===== src/rtl/token_order_ctrl.sv =====
// -----------------------------------------------------------------------------
// token_order_ctrl
//
// Purpose:
//   Token vending order controller. It accumulates coin credit and turns a
//   button press into a token order. The order size is the largest count the
//   credit can pay for, capped at MAX_TOKENS. It hands the order to a
//   dispenser with a start strobe and a disp_done handshake, then debits the
//   order cost from the credit. If the dispenser fails to answer the
//   handshake in time, the block parks in a sticky FAULT state that only
//   reset can clear.
//
// Ports:
//   clock      in   1  single clock, all logic on the rising edge
//   reset      in   1  asynchronous, active-high reset
//   coin_pulse in   1  one-cycle strobe: a coin was accepted
//   coin_value in   4  credit units of that coin (valid with coin_pulse)
//   req_btn    in   1  order button level; a rising edge requests an order
//   disp_done  in   1  dispenser idle flag (low while dispensing)
//   num_token  out  4  token count for the dispenser, stable LAUNCH..WAIT_DONE
//   start      out  1  registered one-cycle order strobe
//   credit     out  8  current credit balance
//   busy       out  1  high in every state except IDLE and FAULT
//   fault      out  1  sticky dispenser handshake timeout
//   state_out  out  3  current state encoding (debug)
// -----------------------------------------------------------------------------
module token_order_ctrl #(
   parameter logic [7:0]  TOKEN_PRICE  = 8'd2,
   parameter logic [3:0]  MAX_TOKENS   = 4'd9,
   parameter logic [7:0]  CREDIT_MAX   = 8'd200,
   parameter logic [7:0]  ACK_TIMEOUT  = 8'd16,
   parameter logic [23:0] DONE_TIMEOUT = 24'd5000000
) (
   input  logic       clock,
   input  logic       reset,
   input  logic       coin_pulse,
   input  logic [3:0] coin_value,
   input  logic       req_btn,
   input  logic       disp_done,
   output logic [3:0] num_token,
   output logic       start,
   output logic [7:0] credit,
   output logic       busy,
   output logic       fault,
   output logic [2:0] state_out
);

   typedef enum logic [2:0] {
      S_IDLE      = 3'b000,
      S_CALC      = 3'b001,
      S_LAUNCH    = 3'b011,
      S_WAIT_ACK  = 3'b010,
      S_WAIT_DONE = 3'b110,
      S_DEBIT     = 3'b111,
      S_FAULT     = 3'b101
   } state_t;

   state_t      state;
   state_t      state_next;

   logic        btn_q;       // req_btn one cycle ago
   logic        btn_armed;   // req_btn has been seen low since reset
   logic        btn_rise;
   logic [7:0]  rem;         // credit left to spend while sizing the order
   logic [3:0]  cnt;         // tokens sized so far
   logic [23:0] tmo;         // handshake timeout counter
   logic        calc_step;
   logic        ack_expired;
   logic        done_expired;
   logic [11:0] cost;
   logic [3:0]  coin_add;

   // Clamp a 9-bit balance to the credit ceiling.
   function automatic logic [7:0] sat_credit(input logic [8:0] v);
      if (v > {1'b0, CREDIT_MAX})
         return CREDIT_MAX;
      else
         return v[7:0];
   endfunction

   // Balance after an order is paid, with any coin of the same cycle added
   // after the subtraction. The subtraction floors at zero before the coin
   // is added.
   function automatic logic [7:0] debit_credit(input logic [7:0]  bal,
                                               input logic [11:0] c,
                                               input logic [3:0]  add);
      logic [8:0] rest;
      if (c > {4'd0, bal})
         rest = 9'd0;
      else
         rest = {1'b0, bal - c[7:0]};
      return sat_credit(rest + {5'd0, add});
   endfunction

   // A level held high across reset release never produces an edge. The
   // button must be seen low at least once first.
   assign btn_rise     = req_btn & ~btn_q & btn_armed;
   assign calc_step    = (rem >= TOKEN_PRICE) && (cnt < MAX_TOKENS);
   assign ack_expired  = (tmo + 24'd1) >= {16'd0, ACK_TIMEOUT};
   assign done_expired = (tmo + 24'd1) >= DONE_TIMEOUT;
   assign cost         = {8'd0, num_token} * {4'd0, TOKEN_PRICE};
   assign coin_add     = coin_pulse ? coin_value : 4'd0;

   // --------------------------------------------------------------------------
   // State register
   // --------------------------------------------------------------------------
   always_ff @(posedge clock or posedge reset) begin
      if (reset)
         state <= S_IDLE;
      else
         state <= state_next;
   end

   // --------------------------------------------------------------------------
   // Next-state logic
   // --------------------------------------------------------------------------
   always_comb begin
      state_next = state;
      case (state)
         S_IDLE: begin
            if (btn_rise)
               state_next = S_CALC;
         end
         S_CALC: begin
            if (!calc_step)
               state_next = (cnt == 4'd0) ? S_IDLE : S_LAUNCH;
         end
         S_LAUNCH: begin
            state_next = S_WAIT_ACK;
         end
         S_WAIT_ACK: begin
            // An acknowledge on the last allowed cycle still wins.
            if (!disp_done)
               state_next = S_WAIT_DONE;
            else if (ack_expired)
               state_next = S_FAULT;
         end
         S_WAIT_DONE: begin
            if (disp_done)
               state_next = S_DEBIT;
            else if (done_expired)
               state_next = S_FAULT;
         end
         S_DEBIT: begin
            state_next = S_IDLE;
         end
         S_FAULT: begin
            state_next = S_FAULT;
         end
         default: begin
            state_next = S_IDLE;
         end
      endcase
   end

   // --------------------------------------------------------------------------
   // State-decoded outputs
   // --------------------------------------------------------------------------
   always_comb begin
      busy      = 1'b1;
      fault     = 1'b0;
      state_out = state;
      if (state == S_IDLE)
         busy = 1'b0;
      if (state == S_FAULT) begin
         busy  = 1'b0;
         fault = 1'b1;
      end
   end

   // --------------------------------------------------------------------------
   // Datapath registers: button history, credit, order sizing, timeout, start
   // --------------------------------------------------------------------------
   always_ff @(posedge clock or posedge reset) begin
      if (reset) begin
         btn_q     <= 1'b0;
         btn_armed <= 1'b0;
         credit    <= 8'd0;
         rem       <= 8'd0;
         cnt       <= 4'd0;
         num_token <= 4'd0;
         tmo       <= 24'd0;
         start     <= 1'b0;
      end else begin
         btn_q     <= req_btn;
         btn_armed <= btn_armed | ~req_btn;

         // The strobe is registered from the next state, so it is high
         // exactly for the single LAUNCH cycle and never glitches.
         start <= (state_next == S_LAUNCH);

         // Coins are honoured in every state. In DEBIT they are folded into
         // the same update as the order cost.
         if (state == S_DEBIT)
            credit <= debit_credit(credit, cost, coin_add);
         else if (coin_pulse)
            credit <= sat_credit({1'b0, credit} + {5'd0, coin_value});

         case (state)
            S_IDLE: begin
               if (btn_rise) begin
                  rem <= credit;
                  cnt <= 4'd0;
               end
            end
            S_CALC: begin
               if (calc_step) begin
                  rem <= rem - TOKEN_PRICE;
                  cnt <= cnt + 4'd1;
               end else if (cnt != 4'd0) begin
                  num_token <= cnt;
               end
            end
            S_LAUNCH: begin
               tmo <= 24'd0;
            end
            S_WAIT_ACK: begin
               if (!disp_done)
                  tmo <= 24'd0;
               else
                  tmo <= tmo + 24'd1;
            end
            S_WAIT_DONE: begin
               tmo <= tmo + 24'd1;
            end
            default: begin
               tmo <= 24'd0;
            end
         endcase
      end
   end

endmodule


===== config.mk =====
export PLATFORM = sky130hd
export DESIGN_NAME = token_order_ctrl
export DESIGN_NICKNAME = d
export VERILOG_FILES = /design/src/rtl/token_order_ctrl.sv
export SDC_FILE = /design/constraint.sdc
export NUM_CORES = 1
export LEC_CHECK = 0
export CAP_MARGIN = 10
export CORE_AREA = 2 2 87 89
export CTS_CLUSTER_SIZE = 12
export DETAILED_ROUTE_END_ITERATION = 8
export DIE_AREA = 0 0 89 91
export PLACE_DENSITY = 0.81
export SLEW_MARGIN = 20
export SYNTH_ARGS = -nofsm -noshare
export SYNTH_HDL_FRONTEND = slang
export SYNTH_SLANG_ARGS = --single-unit

===== constraint.sdc =====
create_clock -name clock -period 4.6 [get_ports clock]
set_input_delay 0.92 -clock clock [delete_from_list [all_inputs] [get_ports clock]]
set_output_delay 0.92 -clock clock [all_outputs]
set_load 0.02 [all_outputs]

==> flow_metrics.env, run 1 <==
export IMPL_start_util_pct=59.0
export IMPL_cts_setup_buffers=0
export IMPL_async_flop_share_pct=100
export IMPL_required_ps=4820
export IMPL_swShare_pct=48.9
export IMPL_p_clk_share_pct=10.4
export IMPL_drtAntennaViolNets=0
export IMPL_avgSynthCellArea_um2=7.91
export IMPL_hold_class="reg2reg"
export IMPL_p_int_mw=1.41
export IMPL_finalMaxSlewViolations=0
export IMPL_fin_area_um2=4600
export IMPL_io_pins=27
export IMPL_hold_violations=0
export IMPL_dp_hpwl_um=7240
export IMPL_fp_dieArea_um2=8100
export IMPL_num_rows=31
export IMPL_grt_start_max_net_pins=38
export IMPL_synth_flop_cell="dfrtp_1"
export IMPL_clkTransAtPathRegs_ps=110
export IMPL_comb_power_share_pct=62.5
export IMPL_synth_seq_area_share_pct=31.5
export IMPL_cp_slowest_stage_delay_ps=490
export IMPL_synth_area_leaders="dfrtp_1 32%, o21ai_0 6.4%, ha_1 5.1%"
export IMPL_critical_path_buf_inv_count=0
export IMPL_firstDrtPassIters=5
export IMPL_grt_pass1_vias=3784
export IMPL_yosysTopAreaCellShare_pct=31.5
export IMPL_io_buffer_count=26
export IMPL_antenna_cells=0
export IMPL_critical_path_slowest_cell="dfrtp_1"
export IMPL_r2r_end="credit[3]$_DFFE_PP0P_"
export IMPL_worst_ep_arrival_time_ps=4290
export IMPL_gp_congestion=0.992
export IMPL_cts_max_path_buffers=2
export IMPL_die_w_um=89
export IMPL_place_area_um2=4510
export IMPL_crit_path_start="credit[3]$_DFFE_PP0P_"
export IMPL_setup_viol=0
export IMPL_synth_cells=532
export IMPL_critPathKind="reg2reg"
export IMPL_vias_per_cell=6.15
export IMPL_post_route_min_period_ps=4070
export IMPL_cts_sinks=53
export IMPL_drc=0
export IMPL_skew_ps=7.11
export IMPL_crit_fanout=6
export IMPL_cts_max_level=2
export IMPL_core_um2=7140
export IMPL_grt_pass1_wl_um=17000
export IMPL_drtIter0Drc=218
export IMPL_synth_top_cell_by_area="dfrtp_1"
export IMPL_root_buffer="clkbuf_8"
export IMPL_fin_crit_sh_pct=88.4
export IMPL_synth_nets=561
export IMPL_status="completed"
export IMPL_rr_startpoint="credit[3]$_DFFE_PP0P_"
export IMPL_routed_wl_um=9920
export IMPL_rsz0062_at_grt="no"
export IMPL_wl_per_cell_um=15.5
export IMPL_synth_cell_types=67
export IMPL_cts_resized=0
export IMPL_start_kind="flop"
export IMPL_grt_use_total_pct=25.9
export IMPL_ys_warn_count=0
export IMPL_die_h_um=91
export IMPL_power_density_nw_per_um2=599
export IMPL_synth_seq_cells=53
export IMPL_fmax_mhz=246
export IMPL_critPathCapture="credit[3]$_DFFE_PP0P_"
export IMPL_share_seq_of_total_power_pct=27.1
export IMPL_drv_cap=0
export IMPL_crit_top_cell="ha_1"
export IMPL_cp_top_family="compound AO/OA/AOI/OAI gates"
export IMPL_fill_cells=650
export IMPL_crit_cells=15
export IMPL_end_kind="flop"
export IMPL_max_vdd_ir_drop_v=0.000200
export IMPL_clkLatencyLatePin_ps=320
export IMPL_cts_made_buffers=5
export IMPL_rrSetupSlack_ps=530
export IMPL_num_vias=3944
export IMPL_worstRegToRegCells=15
export IMPL_cts_tree="done"
export IMPL_nets=570
export IMPL_grt_overflow_total=0
export IMPL_p_leak_nw=1.96
export IMPL_cts_hold_buf=0
export IMPL_tightest_slew_ps=883
export IMPL_slew_headroom_pct=40.7
export IMPL_crit_chain="ha_1, or2_1, o221ai_1, and2_1, nor2b_1, ha_1, fa_1, a21o_1, a21oi_1, or3_1, mux2i_1, a211oi_1, o21ai_1, nand2_1, o221a_1"
export IMPL_drive_gt1_share_pct=5.35
export IMPL_p_sw_mw=1.35
export IMPL_finalSetupTns_ps=0
export IMPL_syn_area_um2=4210
export IMPL_antenna_found_initial=0
export IMPL_synth_edf_count=0
export IMPL_syn_to_final_growth_pct=9.37
[state kept, by name, summed over array words and instances (netlist names)]
signal and flops:
tmo 24, cnt 4, btn_q 1, rem 7, state_out 3, start 1, credit 8, num_token 4
btn_armed 1
[worst register-to-register path: cells and delay by family (launching register included)]
kind	cells	cell delay, ps
muxes	1	290
and+or+nand+nor	5	940
adders and majority gates	3	930
AOI/OAI and AO/OA	6	1290
DFF	1	490
[worst min path at each step]
stage | start | depth (start not counted) | endpoint | slack, ps
floorplan | btn_armed$_DFF_PP0_ | 1 | btn_armed$_DFF_PP0_ | 440
global placement | btn_armed$_DFF_PP0_ | 1 | btn_armed$_DFF_PP0_ | 450
detailed placement | btn_armed$_DFF_PP0_ | 1 | btn_armed$_DFF_PP0_ | 460
CTS | btn_armed$_DFF_PP0_ | 1 | btn_armed$_DFF_PP0_ | 490
global route | btn_armed$_DFF_PP0_ | 1 | btn_armed$_DFF_PP0_ | 510
finish | btn_armed$_DFF_PP0_ | 1 | btn_armed$_DFF_PP0_ | 480
[cell usage in the layout, fill, tap and decap left out, types with 3 or more instances in the layout]
cell             synthesis  final
clkdlybuf4s50_1          0     26
and3_1                   6      6
a21o_1                   9      9
nand4_1                  6      6
nor4_1                   6      6
or3_1                   14     14
o21ai_1                  5      5
a21oi_1                 29     29
xor2_1                   9      9
nand2_1                 53     53
a211oi_1                 7      7
nor2b_1                  6      6
dfrtp_1                 53     53
o21a_1                   4      4
nand3_1                 30     30
ha_1                    17     17
o31ai_1                  7      7
a32oi_1                  3      3
o211ai_1                 6      6
and2_1                  10     10
fa_1                     3      3
clkbuf_8                 0      5
inv_1                   24     23
mux2i_1                  5      5
nor2_1                  43     43
xnor2_1                 12     12
nand2b_1                 6      6
a31oi_1                  6      6
o21ai_0                 54     54
buf_4                    2      5
o22ai_1                  5      5
nor3_1                  23     23
[cells in the mapped netlist, types with 6 or more instances]
cell / instances
o21ai_0: 54
nand3_1: 30
nor3_1: 23
o31ai_1: 7
or3_1: 14
nor2b_1: 6
inv_1: 24
nand2b_1: 6
and2_1: 10
clkbuf_1: 19
and3_1: 6
nor2_1: 43
dfrtp_1: 53
xor2_1: 9
nand4_1: 6
a211oi_1: 7
a21o_1: 9
a21oi_1: 29
xnor2_1: 12
ha_1: 17
a31oi_1: 6
o211ai_1: 6
nor4_1: 6
nand2_1: 53
[power by group through the flow]
| stage | Combinational [mW] | Clock [mW] | Sequential, mW |
|---|---|---|---|
| 2_1_floorplan | 1.25 | 0 | 0.751 |
| 3_3_place_gp | 1.66 | 0 | 0.750 |
| 3_5_place_dp | 1.72 | 0 | 0.757 |
| 4_1_cts | 1.72 | 0.292 | 0.747 |
| 5_1_grt | 1.92 | 0.313 | 0.773 |
| 6_report | 1.72 | 0.287 | 0.749 |
[metal layers]
metal	wire (µm)	up-vias	share of wire [%]	GRT usage, %
met1	4300	1885	43	31.6
met2	5130	83	52	46.5
met5	0	-	0	0
met3	371	9	3.7	3.27
met4	121	0	1.2	8.08
li1	-	1967	-	-
[kinds of logic (layout without fill, tap and decap cells)]
logic type,Yosys count,count (layout),synth area share [%]
XOR/XNOR,21,21,4.37
AO/OA/AOI/OAI,158,158,23.8
AND/OR/NAND/NOR,219,219,26.9
flip-flops,53,53,31.5
adder cells (fa/ha/maj),21,21,6.72
multiplexers,7,7,1.72
buffers and inverters,53,63,5.05
[metrics by stage]
step	utilization (%)	power [mW]	std cells	setup slack (ps)	hold slack [ps]
finish	64.5	2.76	641	533	483
global route	64.5	3.01	641	323	513
CTS	64.5	2.76	641	586	487
detailed placement	63.1	2.47	633	457	461
global placement	63.1	2.41	633	617	450
floorplan	-	2.00	532	980	435
[layout make-up]
class | instances | area (µm²) | share of cell area, %
inverter | 24 | 90.1 | 1.96
clock inverter | 3 | 26.3 | 0.571
tap | 99 | 124 | 2.69
sequential | 53 | 1330 | 28.8
multi-input combinational | 426 | 2670 | 58.0
timing repair buffer | 31 | 298 | 6.47
clock buffer | 5 | 68.8 | 1.50
No activity file was read; power rests on OpenSTA's default activity.
==> inputs of run 2 (changes only) <==
Settings changed: CTS_CLUSTER_DIAMETER set to 120, SKIP_LAST_GASP set to 1.
==> results of run 2 <==
No change in the layout: final DEF, timing and power equal those of run 1.
==> inputs of run 3 (changes only) <==
Settings changed: CORE_AREA 2 2 87 89 to 2 2 93 95, DIE_AREA 0 0 89 91 to 0 0 95 97, PLACE_DENSITY 0.81 to 0.73.
==> run 3 against run 2 <==
- global-route usage shrank 4.1 points
- count of clock-buffer cells in the layout is the same
- largest cell class unchanged
- largest power group unchanged
- via count shrank 2.1%
- setup slack gained 6.4 ps
- clock power is essentially flat
- sequential power grew 2%
- cell count grew 0.78%
- total power grew 0.39%
==> flow_metrics.env, run 3 (synthesis results as in run 1) <==
export IMPL_setup_viol=0
export IMPL_antenna_found_initial=0
export IMPL_max_vdd_ir_drop_v=0.000209
export IMPL_clkLatencyLatePin_ps=320
export IMPL_firstDrtPassIters=5
export IMPL_post_route_min_period_ps=4060
export IMPL_die_w_um=95
export IMPL_grt_pass1_wl_um=16600
export IMPL_finalSetupTns_ps=0
export IMPL_tightest_slew_ps=878
export IMPL_whs_path_depth=1
export IMPL_reg_largest_list="tmo (24), credit (8), rem (7)"
export IMPL_cts_hold_buf=0
export IMPL_layout_commonest_cell="o21ai_0"
export IMPL_fmax_mhz=246
export IMPL_regMostFlops="tmo"
export IMPL_antenna_cells=0
export IMPL_wl_per_cell_um=15.1
export IMPL_cts_made_buffers=5
export IMPL_worstRegToRegCells=14
export IMPL_critPathKind="reg2reg"
export IMPL_routed_wl_um=9750
export IMPL_start_kind="flop"
export IMPL_root_buffer="clkbuf_8"
export IMPL_gp_congestion=0.919
export IMPL_cts_resized=0
export IMPL_drtIter0Drc=237
export IMPL_drc=0
export IMPL_slew_headroom_pct=41.0
export IMPL_fill_cells=750
export IMPL_cts_sinks=53
export IMPL_final_cell_mix="54 x o21ai_0, 53 x nand2_1, 53 x dfrtp_1"
export IMPL_start_util_pct=51.7
export IMPL_end_kind="flop"
export IMPL_drv_cap=0
export IMPL_worst_ep_arrival_time_ps=4310
export IMPL_cp_slowest_stage_delay_ps=580
export IMPL_grt_overflow_total=0
export IMPL_drtAntennaViolNets=0
export IMPL_dp_hpwl_um=7090
export IMPL_status="completed"
export IMPL_cts_tree="done"
export IMPL_skew_ps=15.5
export IMPL_multiInputGateArea_um2=2670
export IMPL_num_rows=33
export IMPL_finalMaxSlewViolations=0
export IMPL_io_buffer_count=26
export IMPL_cts_max_level=2
export IMPL_vias_per_cell=5.98
export IMPL_required_ps=4850
export IMPL_final_core_util_pct=56.6
export IMPL_power_density_nw_per_um2=602
export IMPL_num_vias=3862
export IMPL_fin_crit_sh_pct=88.3
export IMPL_critical_path_slowest_cell="dfrtp_1"
export IMPL_clkTransAtPathRegs_ps=110
export IMPL_core_um2=8130
export IMPL_fin_area_um2=4600
export IMPL_io_pins=27
export IMPL_cts_max_path_buffers=2
export IMPL_rsz0062_at_grt="no"
export IMPL_nets=569
export IMPL_syn_to_final_growth_pct=9.37
export IMPL_grt_start_max_net_pins=29
export IMPL_place_area_um2=4510
export IMPL_largest_register_ffs=24
export IMPL_grt_pass1_vias=3555
export IMPL_hold_class="reg2reg"
export IMPL_grt_use_total_pct=21.8
export IMPL_crit_fanout=14
export IMPL_p_leak_nw=1.95
export IMPL_hold_violations=0
export IMPL_fp_dieArea_um2=9220
export IMPL_die_h_um=97
export IMPL_register_area_um2=1330
export IMPL_crit_chain="ha_1, o221ai_1, and2_1, nor2b_1, ha_1, fa_1, a21o_1, a21oi_1, or3_1, or3_1, a211oi_1, o21ai_1, and2_1, a211oi_1"
export IMPL_drive_gt1_share_pct=5.18
export IMPL_cts_setup_buffers=0
==> run 3: through the flow <==
stage	setup slack (ps)	power (mW)	instances	hold WS, ps
3_5_place_dp	524	2.47	638	455
6_report	539	2.77	646	485
5_1_grt	189	3.02	646	546
2_1_floorplan	980	2.00	532	435
3_3_place_gp	626	2.41	638	450
4_1_cts	558	2.76	646	484
==> run 3: per-layer routing <==
layer | track usage (%) | part of all wire [%] | wire (µm) | vias to the layer above
li1 | - | - | - | 1941
met1 | 29.6 | 47 | 4550 | 1839
met2 | 36.0 | 49 | 4740 | 63
met3 | 2.88 | 2.3 | 228 | 19
met4 | 6.80 | 2.4 | 233 | 0
met5 | 0 | 0 | 0 | -
==> run 3: final timing paths <==
path | start | end | slack [ps]
worst max-delay path | credit[4]$_DFFE_PP0P_ | credit[6]$_DFFE_PP0P_ | 540
worst min-delay path | btn_armed$_DFF_PP0_ | btn_armed$_DFF_PP0_ | 490
worst max register to register | credit[4]$_DFFE_PP0P_ | credit[6]$_DFFE_PP0P_ | 540
worst min register to register | btn_armed$_DFF_PP0_ | btn_armed$_DFF_PP0_ | 490
max in group asynchronous | reset | btn_armed$_DFF_PP0_ | 2860
min in group asynchronous | reset | tmo[9]$_DFFE_PP0P_ | 980
==> run 3: worst max-delay path, delay by kind of cell (launching register included) <==
family	cells	cell delay [ps]
AO/OA/AOI/OAI	6	1130
flip-flops	1	580
adder cells (fa/ha/maj)	3	960
AND/OR/NAND/NOR	5	1310
==> run 3: cell type report <==
class,count,area share [%]
inverter,24,1.96
tap,105,2.85
sequential,53,28.8
multi-input combinational,426,58.0
timing repair buffer,30,6.31
clock buffer,5,1.50
clock inverter,3,0.571
==> run 3: report_power, final <==
| group | switching, mW | internal [mW] |
|---|---|---|
| logic | 0.996 | 0.718 |
| registers | 0.190 | 0.577 |
| clock network | 0.177 | 0.111 |
| total | 1.36 | 1.41 |
